## src/rtl/axis_keep_packer_pkg.sv

```systemverilog
// Shared types and helpers for the axis_keep_packer block.
// Helpers are written for beats of up to MAX_WORDS words.
package axis_keep_packer_pkg;

  localparam int MAX_WORDS = 32;

  typedef enum logic {
    RUN   = 1'b0,
    FLUSH = 1'b1
  } state_t;

  // Number of set bits in a (zero-extended) keep vector.
  function automatic logic [5:0] popcount(input logic [MAX_WORDS-1:0] keep);
    logic [5:0] c;
    c = '0;
    for (int i = 0; i < MAX_WORDS; i++) begin
      c = c + {5'd0, keep[i]};
    end
    return c;
  endfunction

  // Contiguous keep of k words starting at word 0: (1<<k)-1.
  function automatic logic [MAX_WORDS-1:0] keep_mask(input logic [5:0] k);
    logic [MAX_WORDS-1:0] m;
    m = '0;
    for (int i = 0; i < MAX_WORDS; i++) begin
      if (6'(i) < k) m[i] = 1'b1;
    end
    return m;
  endfunction

endpackage

```

## src/rtl/axis_keep_compress.sv

```systemverilog
// Combinational compaction of one beat: kept words are moved down to
// word 0 upwards in their original order, unused upper words are zero.
// Also reports how many words were kept.
module axis_keep_compress
  import axis_keep_packer_pkg::*;
#(
  parameter int WORD_W = 8,
  parameter int WORDS  = 4
) (
  input  logic [WORD_W*WORDS-1:0]    data,
  input  logic [WORDS-1:0]           keep,
  output logic [WORD_W*WORDS-1:0]    dense,
  output logic [$clog2(WORDS+1)-1:0] n
);

  localparam int NW = $clog2(WORDS+1);

  assign n = NW'(popcount(MAX_WORDS'(keep)));

  // Each kept word lands at the running count of kept words below it.
  always_comb begin
    int pos;
    dense = '0;
    pos   = 0;
    for (int i = 0; i < WORDS; i++) begin
      if (keep[i]) begin
        dense[pos*WORD_W +: WORD_W] = data[i*WORD_W +: WORD_W];
        pos = pos + 1;
      end
    end
  end

endmodule

```

## src/rtl/axis_keep_packer.sv

```systemverilog
// axis_keep_packer: turns an AXI-Stream with arbitrary tkeep holes into a
// dense stream. Kept words are packed into full beats; only the tlast beat
// may be partial, with tkeep contiguous from word 0.
//
// Valid/ready: a transfer happens on a clock edge where tvalid && tready are
// both high; a producer holds tvalid and its payload until that edge, and the
// ready side may change freely.
//
// Optional feature: define AXIS_KEEP_PACKER_STATS_EN to get the drop_cnt
// port, a 16-bit saturating count of dropped empty packets.
module axis_keep_packer
  import axis_keep_packer_pkg::*;
#(
  parameter int WORD_W = 8,
  parameter int WORDS  = 4
) (
  input  logic                    clk,
  input  logic                    rst_n,
  input  logic [WORD_W*WORDS-1:0] s_axis_tdata,
  input  logic [WORDS-1:0]        s_axis_tkeep,
  input  logic                    s_axis_tlast,
  input  logic                    s_axis_tvalid,
  output logic                    s_axis_tready,
  output logic [WORD_W*WORDS-1:0] m_axis_tdata,
  output logic [WORDS-1:0]        m_axis_tkeep,
  output logic                    m_axis_tlast,
  output logic                    m_axis_tvalid,
  input  logic                    m_axis_tready
`ifdef AXIS_KEEP_PACKER_STATS_EN
  ,
  output logic [15:0]             drop_cnt
`endif
);

  localparam int NW = $clog2(WORDS+1);
  localparam int CW = $clog2(2*WORDS);
  localparam int RW = 2*WORDS-1;

  state_t                       state;
  state_t                       state_next;
  logic                         alive;
  logic [CW-1:0]                cnt;
  logic [RW-1:0][WORD_W-1:0]    res_q;
  logic [RW-1:0][WORD_W-1:0]    merged;
  logic [RW-1:0][WORD_W-1:0]    shifted;
  logic [WORD_W*WORDS-1:0]      dense;
  logic [NW-1:0]                n;
  logic [CW-1:0]                total;
  logic                         slot_free;
  logic                         accept;
  logic                         full;
  logic                         over;

  axis_keep_compress #(
    .WORD_W(WORD_W),
    .WORDS (WORDS)
  ) u_compress (
    .data (s_axis_tdata),
    .keep (s_axis_tkeep),
    .dense(dense),
    .n    (n)
  );

  assign slot_free = !m_axis_tvalid || m_axis_tready;
  assign accept    = s_axis_tvalid && s_axis_tready;
  assign total     = cnt + CW'(n);
  assign full      = total >= CW'(WORDS);
  assign over      = total >  CW'(WORDS);

  // Residue words below cnt followed by the compacted input beat.
  always_comb begin
    merged = '0;
    for (int j = 0; j < RW; j++) begin
      if (j < int'(cnt)) begin
        merged[j] = res_q[j];
      end else if ((j - int'(cnt)) < WORDS) begin
        merged[j] = dense[(j - int'(cnt))*WORD_W +: WORD_W];
      end
    end
  end

  // Words left over after one full beat is taken from the merge.
  always_comb begin
    shifted = '0;
    for (int j = 0; j + WORDS < RW; j++) begin
      shifted[j] = merged[j + WORDS];
    end
  end

  // FSM state register.
  always_ff @(posedge clk or negedge rst_n) begin
    if (!rst_n) state <= RUN;
    else        state <= state_next;
  end

  // FSM next state: an overflowing tlast beat needs one extra cycle to flush.
  always_comb begin
    state_next = state;
    case (state)
      RUN:     if (accept && s_axis_tlast && over) state_next = FLUSH;
      FLUSH:   if (slot_free) state_next = RUN;
      default: state_next = RUN;
    endcase
  end

  // FSM output: input is taken only in RUN, once out of reset, with a free slot.
  always_comb begin
    s_axis_tready = alive && (state == RUN) && slot_free;
  end

  // Residue buffer, word count and the registered output beat.
  always_ff @(posedge clk or negedge rst_n) begin
    if (!rst_n) begin
      alive         <= 1'b0;
      cnt           <= '0;
      res_q         <= '0;
      m_axis_tvalid <= 1'b0;
      m_axis_tdata  <= '0;
      m_axis_tkeep  <= '0;
      m_axis_tlast  <= 1'b0;
    end else begin
      alive <= 1'b1;
      if (slot_free) begin
        m_axis_tvalid <= 1'b0;
        m_axis_tdata  <= '0;
        m_axis_tkeep  <= '0;
        m_axis_tlast  <= 1'b0;
        if (state == FLUSH) begin
          m_axis_tvalid <= 1'b1;
          m_axis_tdata  <= res_q[WORDS-1:0];
          m_axis_tkeep  <= WORDS'(keep_mask(6'(cnt)));
          m_axis_tlast  <= 1'b1;
          cnt           <= '0;
          res_q         <= '0;
        end else if (accept) begin
          if (over || (full && !s_axis_tlast)) begin
            // A full beat leaves; the remainder stays buffered.
            m_axis_tvalid <= 1'b1;
            m_axis_tdata  <= merged[WORDS-1:0];
            m_axis_tkeep  <= '1;
            cnt           <= total - CW'(WORDS);
            res_q         <= shifted;
          end else if (s_axis_tlast) begin
            // Whole packet tail fits in one beat; an empty tail is dropped.
            if (total != '0) begin
              m_axis_tvalid <= 1'b1;
              m_axis_tdata  <= merged[WORDS-1:0];
              m_axis_tkeep  <= WORDS'(keep_mask(6'(total)));
              m_axis_tlast  <= 1'b1;
            end
            cnt   <= '0;
            res_q <= '0;
          end else begin
            cnt   <= total;
            res_q <= merged;
          end
        end
      end
    end
  end

`ifdef AXIS_KEEP_PACKER_STATS_EN
  logic drop_evt;
  assign drop_evt = accept && s_axis_tlast && (total == '0);

  // Saturating count of packets that carried no kept words.
  always_ff @(posedge clk or negedge rst_n) begin
    if (!rst_n) begin
      drop_cnt <= '0;
    end else if (drop_evt && (drop_cnt != 16'hFFFF)) begin
      drop_cnt <= drop_cnt + 16'd1;
    end
  end
`endif

endmodule

```

## config.mk

```make
export PLATFORM = sky130hd
export DESIGN_NAME = axis_keep_packer
export DESIGN_NICKNAME = d
export VERILOG_FILES = /design/src/rtl/axis_keep_packer_pkg.sv /design/src/rtl/axis_keep_compress.sv /design/src/rtl/axis_keep_packer.sv
export SDC_FILE = /design/constraint.sdc
export NUM_CORES = 1
export LEC_CHECK = 0
export CAP_MARGIN = 40
export CORE_ASPECT_RATIO = 1.1
export CORE_UTILIZATION = 35
export DETAILED_ROUTE_END_ITERATION = 10
export GPL_TIMING_DRIVEN = 0
export PLACE_DENSITY_LB_ADDON = 0.1
export SKIP_LAST_GASP = 1
export SYNTH_ARGS = -nofsm -noshare
export SYNTH_HDL_FRONTEND = slang
export SYNTH_SLANG_ARGS = --single-unit
```

## constraint.sdc

```tcl
create_clock -name clk -period 3.73 [get_ports clk]
set_input_delay 0.373 -clock clk [delete_from_list [all_inputs] [get_ports clk]]
set_output_delay 0.373 -clock clk [all_outputs]
set_load 0.05 [all_outputs]
```

==> run metrics <==
number of endpoints with negative hold slack in the final report=0; total global routing overflow=0; Reg clk slew, reported paths=0.07 ns; port bufs=78; Max VDD drop=0.2139 mV; area share of the largest cell type after synthesis=34.68%; Clock Latency Late Sink=0.36 ns; Register Area=2477 um2; path category of the worst min-delay check=in -> async; total inserted antenna cells=0; cell chosen for the clock root=sky130_fd_sc_hd__clkbuf_16; global-route wire length before repair=44120 um; multi-input gate area in the final layout=4676 um2; cts-stage hold buffer count=0; dominant cell type by count on the critical path=sky130_fd_sc_hd__ha_4; cell area after placement=8287 um2; initial antenna violation count=0; share of flip-flops with an asynchronous set or reset after synthesis=100.0%; number of buffers on the longest clock path=2; number of synthesized flops with an enable pin=0; Synth Cell Area=7144 um2; P per Cell Area=649.0 nW/um2; worst path cell trace=dlygate4sd2_1 > buf_6 > inv_1 > ha_4 > and2_4 > o21bai_1 > ha_1 > ha_4 > nor2b_1 > buf_2 > nand2_2 > a31oi_1 > mux2i_1 > a21oi_2 > o22ai_1; slowest cell on the critical path=sky130_fd_sc_hd__a31oi_1; number of warnings printed during yosys synthesis=0; smallest setup slack after layout=0.1030 ns; cell types occupying the most area after synthesis=sky130_fd_sc_hd__dfrtp_1 (35%), sky130_fd_sc_hd__mux4_2 (4.7%), sky130_fd_sc_hd__a21oi_1 (4.4%); final setup fails=0; normalized max-slew margin=39.98%; critical-path maximum fanout=10; main flop type after synthesis=sky130_fd_sc_hd__dfrtp_1; Pre-Repair DR Iteration Count=8; x dimension of the die=138.2 um; Avg Synthesized Cell Area=9.066 um2; global routing usage summed across all routing layers=27.81%; violations in the final reports=design-rule violations; total routed wirelength=28820 um; Fillers=1918; final critical-path share of the clock period=97.24%; peak per-stage delay on the critical path=0.53 ns; synth-to-layout area growth=26.97%; gpl congestion=0.9459; minimum period implied by the final worst setup slack=3.627 ns; sequential cell area fraction in the yosys report=34.68%; most numerous cell types in the synthesized netlist=sky130_fd_sc_hd__dfrtp_1 (99), sky130_fd_sc_hd__nand2_1 (75), sky130_fd_sc_hd__a21oi_1 (63), sky130_fd_sc_hd__o21ai_0 (46), sky130_fd_sc_hd__nor2_1 (41); iteration-0 DRC count of the detailed router=604; nature of the critical path startpoint=input port; required time of the worst setup path=3.96 ns; count leader, synth=sky130_fd_sc_hd__dfrtp_1; unrepaired setup endpoints after global routing=yes; post-synthesis instance total=788; Mapped Nets=850; Placeable Area=19930 um2; utilization after layout=45.51%; initial standard-cell utilization of the core=35.84%; Slew Limit Fails=0; Leakage Power=0.003743 uW; via count of the first global-routing pass=7052; Final Cell Area=9071 um2; Synth cell types=75; Remaining DRCs=16; maximum number of pins on one net before global-route repair=56; number of buffers and inverters on the critical path=4; transition time at the pin with the least slew margin=0.8936 ns; worst slack on hold paths=0.04813 ns; MaxCap Viol Count=0; status=finished with violations; Num CTS Buffers=9; Largest delay share family, worst path=compound AO/OA/AOI/OAI gates; source of the worst register-to-register timing path=cnt[0]; post-placement setup slack=-1.767 ns; ratio of cells with drive above 1 in the final layout=15.49%; routed length per placed instance=25.22 um; per-cell via count in the routed design=6.323; nature of the critical path endpoint=flop; TritonCTS clock tree=done; Seq cells post-synth=99; area enclosed by the die boundary=20990 um2; number of core rows=54; Top Ports=80; start point of the critical path=s_axis_tkeep[1]; post-detailed-route count of antenna-violating nets=0; biggest area consumer among synthesized cells=sky130_fd_sc_hd__dfrtp_1; HPWL after detailed placement=22730 um; # H-tree levels=3; Worst Clk Skew=0.01243 ns; critical path class=in -> reg; clk sink count=99; highest clock frequency the design can meet=275.7 MHz; DR vias=7227; final net count=950; WP data arrival=3.86 ns; Die Ht=151.8 um
## per-stage QoR
step	setup TNS [ns]	std cells	power (uW)
detailed placement	-123.29	1120	4582
global route	-0.07124	1143	6161
finish	0	1143	5887
global placement	-266.31	1118	4537
floorplan	0	788	3472
CTS	0	1140	5770
## cells by family after synthesis
group / Yosys count / synth area share, %
flops: 99 / 34.68
compound gates: 299 / 28.91
mux: 51 / 10.25
fa+ha+maj: 21 / 3.993
simple gates: 230 / 16.76
other cells: 1 / 0.05249
buf+inv: 82 / 4.746
xor+xnor: 5 / 0.6131
## area by class of cell
cell class              count  share of cell area (%)
clock inverters             4                  0.8414
well taps                 252                   3.476
flip-flops and latches     99                   27.31
multi-input cells         607                   51.54
inverters                  26                   1.117
repair buffers             92                   10.04
clock buffers              10                   2.634
plain buffers              53                   3.034
## cell usage in the layout, fill, tap and decap left out, types with 20 or more instances in the layout
cell,instances
sky130_fd_sc_hd__o22ai_1,20
sky130_fd_sc_hd__dfrtp_1,99
sky130_fd_sc_hd__mux2i_1,21
sky130_fd_sc_hd__o21ai_0,43
sky130_fd_sc_hd__o21ai_1,26
sky130_fd_sc_hd__nand2_1,74
sky130_fd_sc_hd__nor2_1,39
sky130_fd_sc_hd__clkbuf_1,26
sky130_fd_sc_hd__inv_1,21
sky130_fd_sc_hd__a21oi_1,58
sky130_fd_sc_hd__and3_1,23
sky130_fd_sc_hd__clkdlybuf4s50_1,74
## state kept, by name, indices dropped and copies added (netlist names)
name and count:
cnt 3, m_axis_tdata 32, m_axis_tkeep 4, m_axis_tlast 1, alive 1, state 1, m_axis_tvalid 1, res_q 56
## report_power, final
group	total [uW]	internal (uW)	switching, uW
clock network	1020	600	422
logic	3390	1160	2220
registers	1480	1300	181
## metal layers
| layer | global-route usage [%] | routed length (um) | share of wire, % |
|---|---|---|---|
| met1 | 36.93 | 12630 | 44 |
| met2 | 45.97 | 13370 | 46 |
| met3 | 3.687 | 1732 | 6.0 |
| met4 | 11.02 | 1098 | 3.8 |
| met5 | 0 | 0 | 0 |
## what timing repair did
item,4_1_cts,5_1_grt
pin swaps,9,5
endpoints found under the setup margin,98,72
setup buffers,9,3
resized for setup,67,26
endpoints found under the hold margin,0,0
## final timing paths
path                            slack (ns)  depth (start not counted)         endpoint
worst max register to register        0.13                         12         res_q[2]
worst max-delay path                  0.10                         15        res_q[37]
worst min-delay path                  0.05                          1        res_q[24]
worst min register to register        0.49                          2        res_q[41]
max in group asynchronous             2.97                          2  m_axis_tdata[0]
min in group clk                      0.49                          2        res_q[41]
Note: power is estimated with default switching activity, not from simulation.
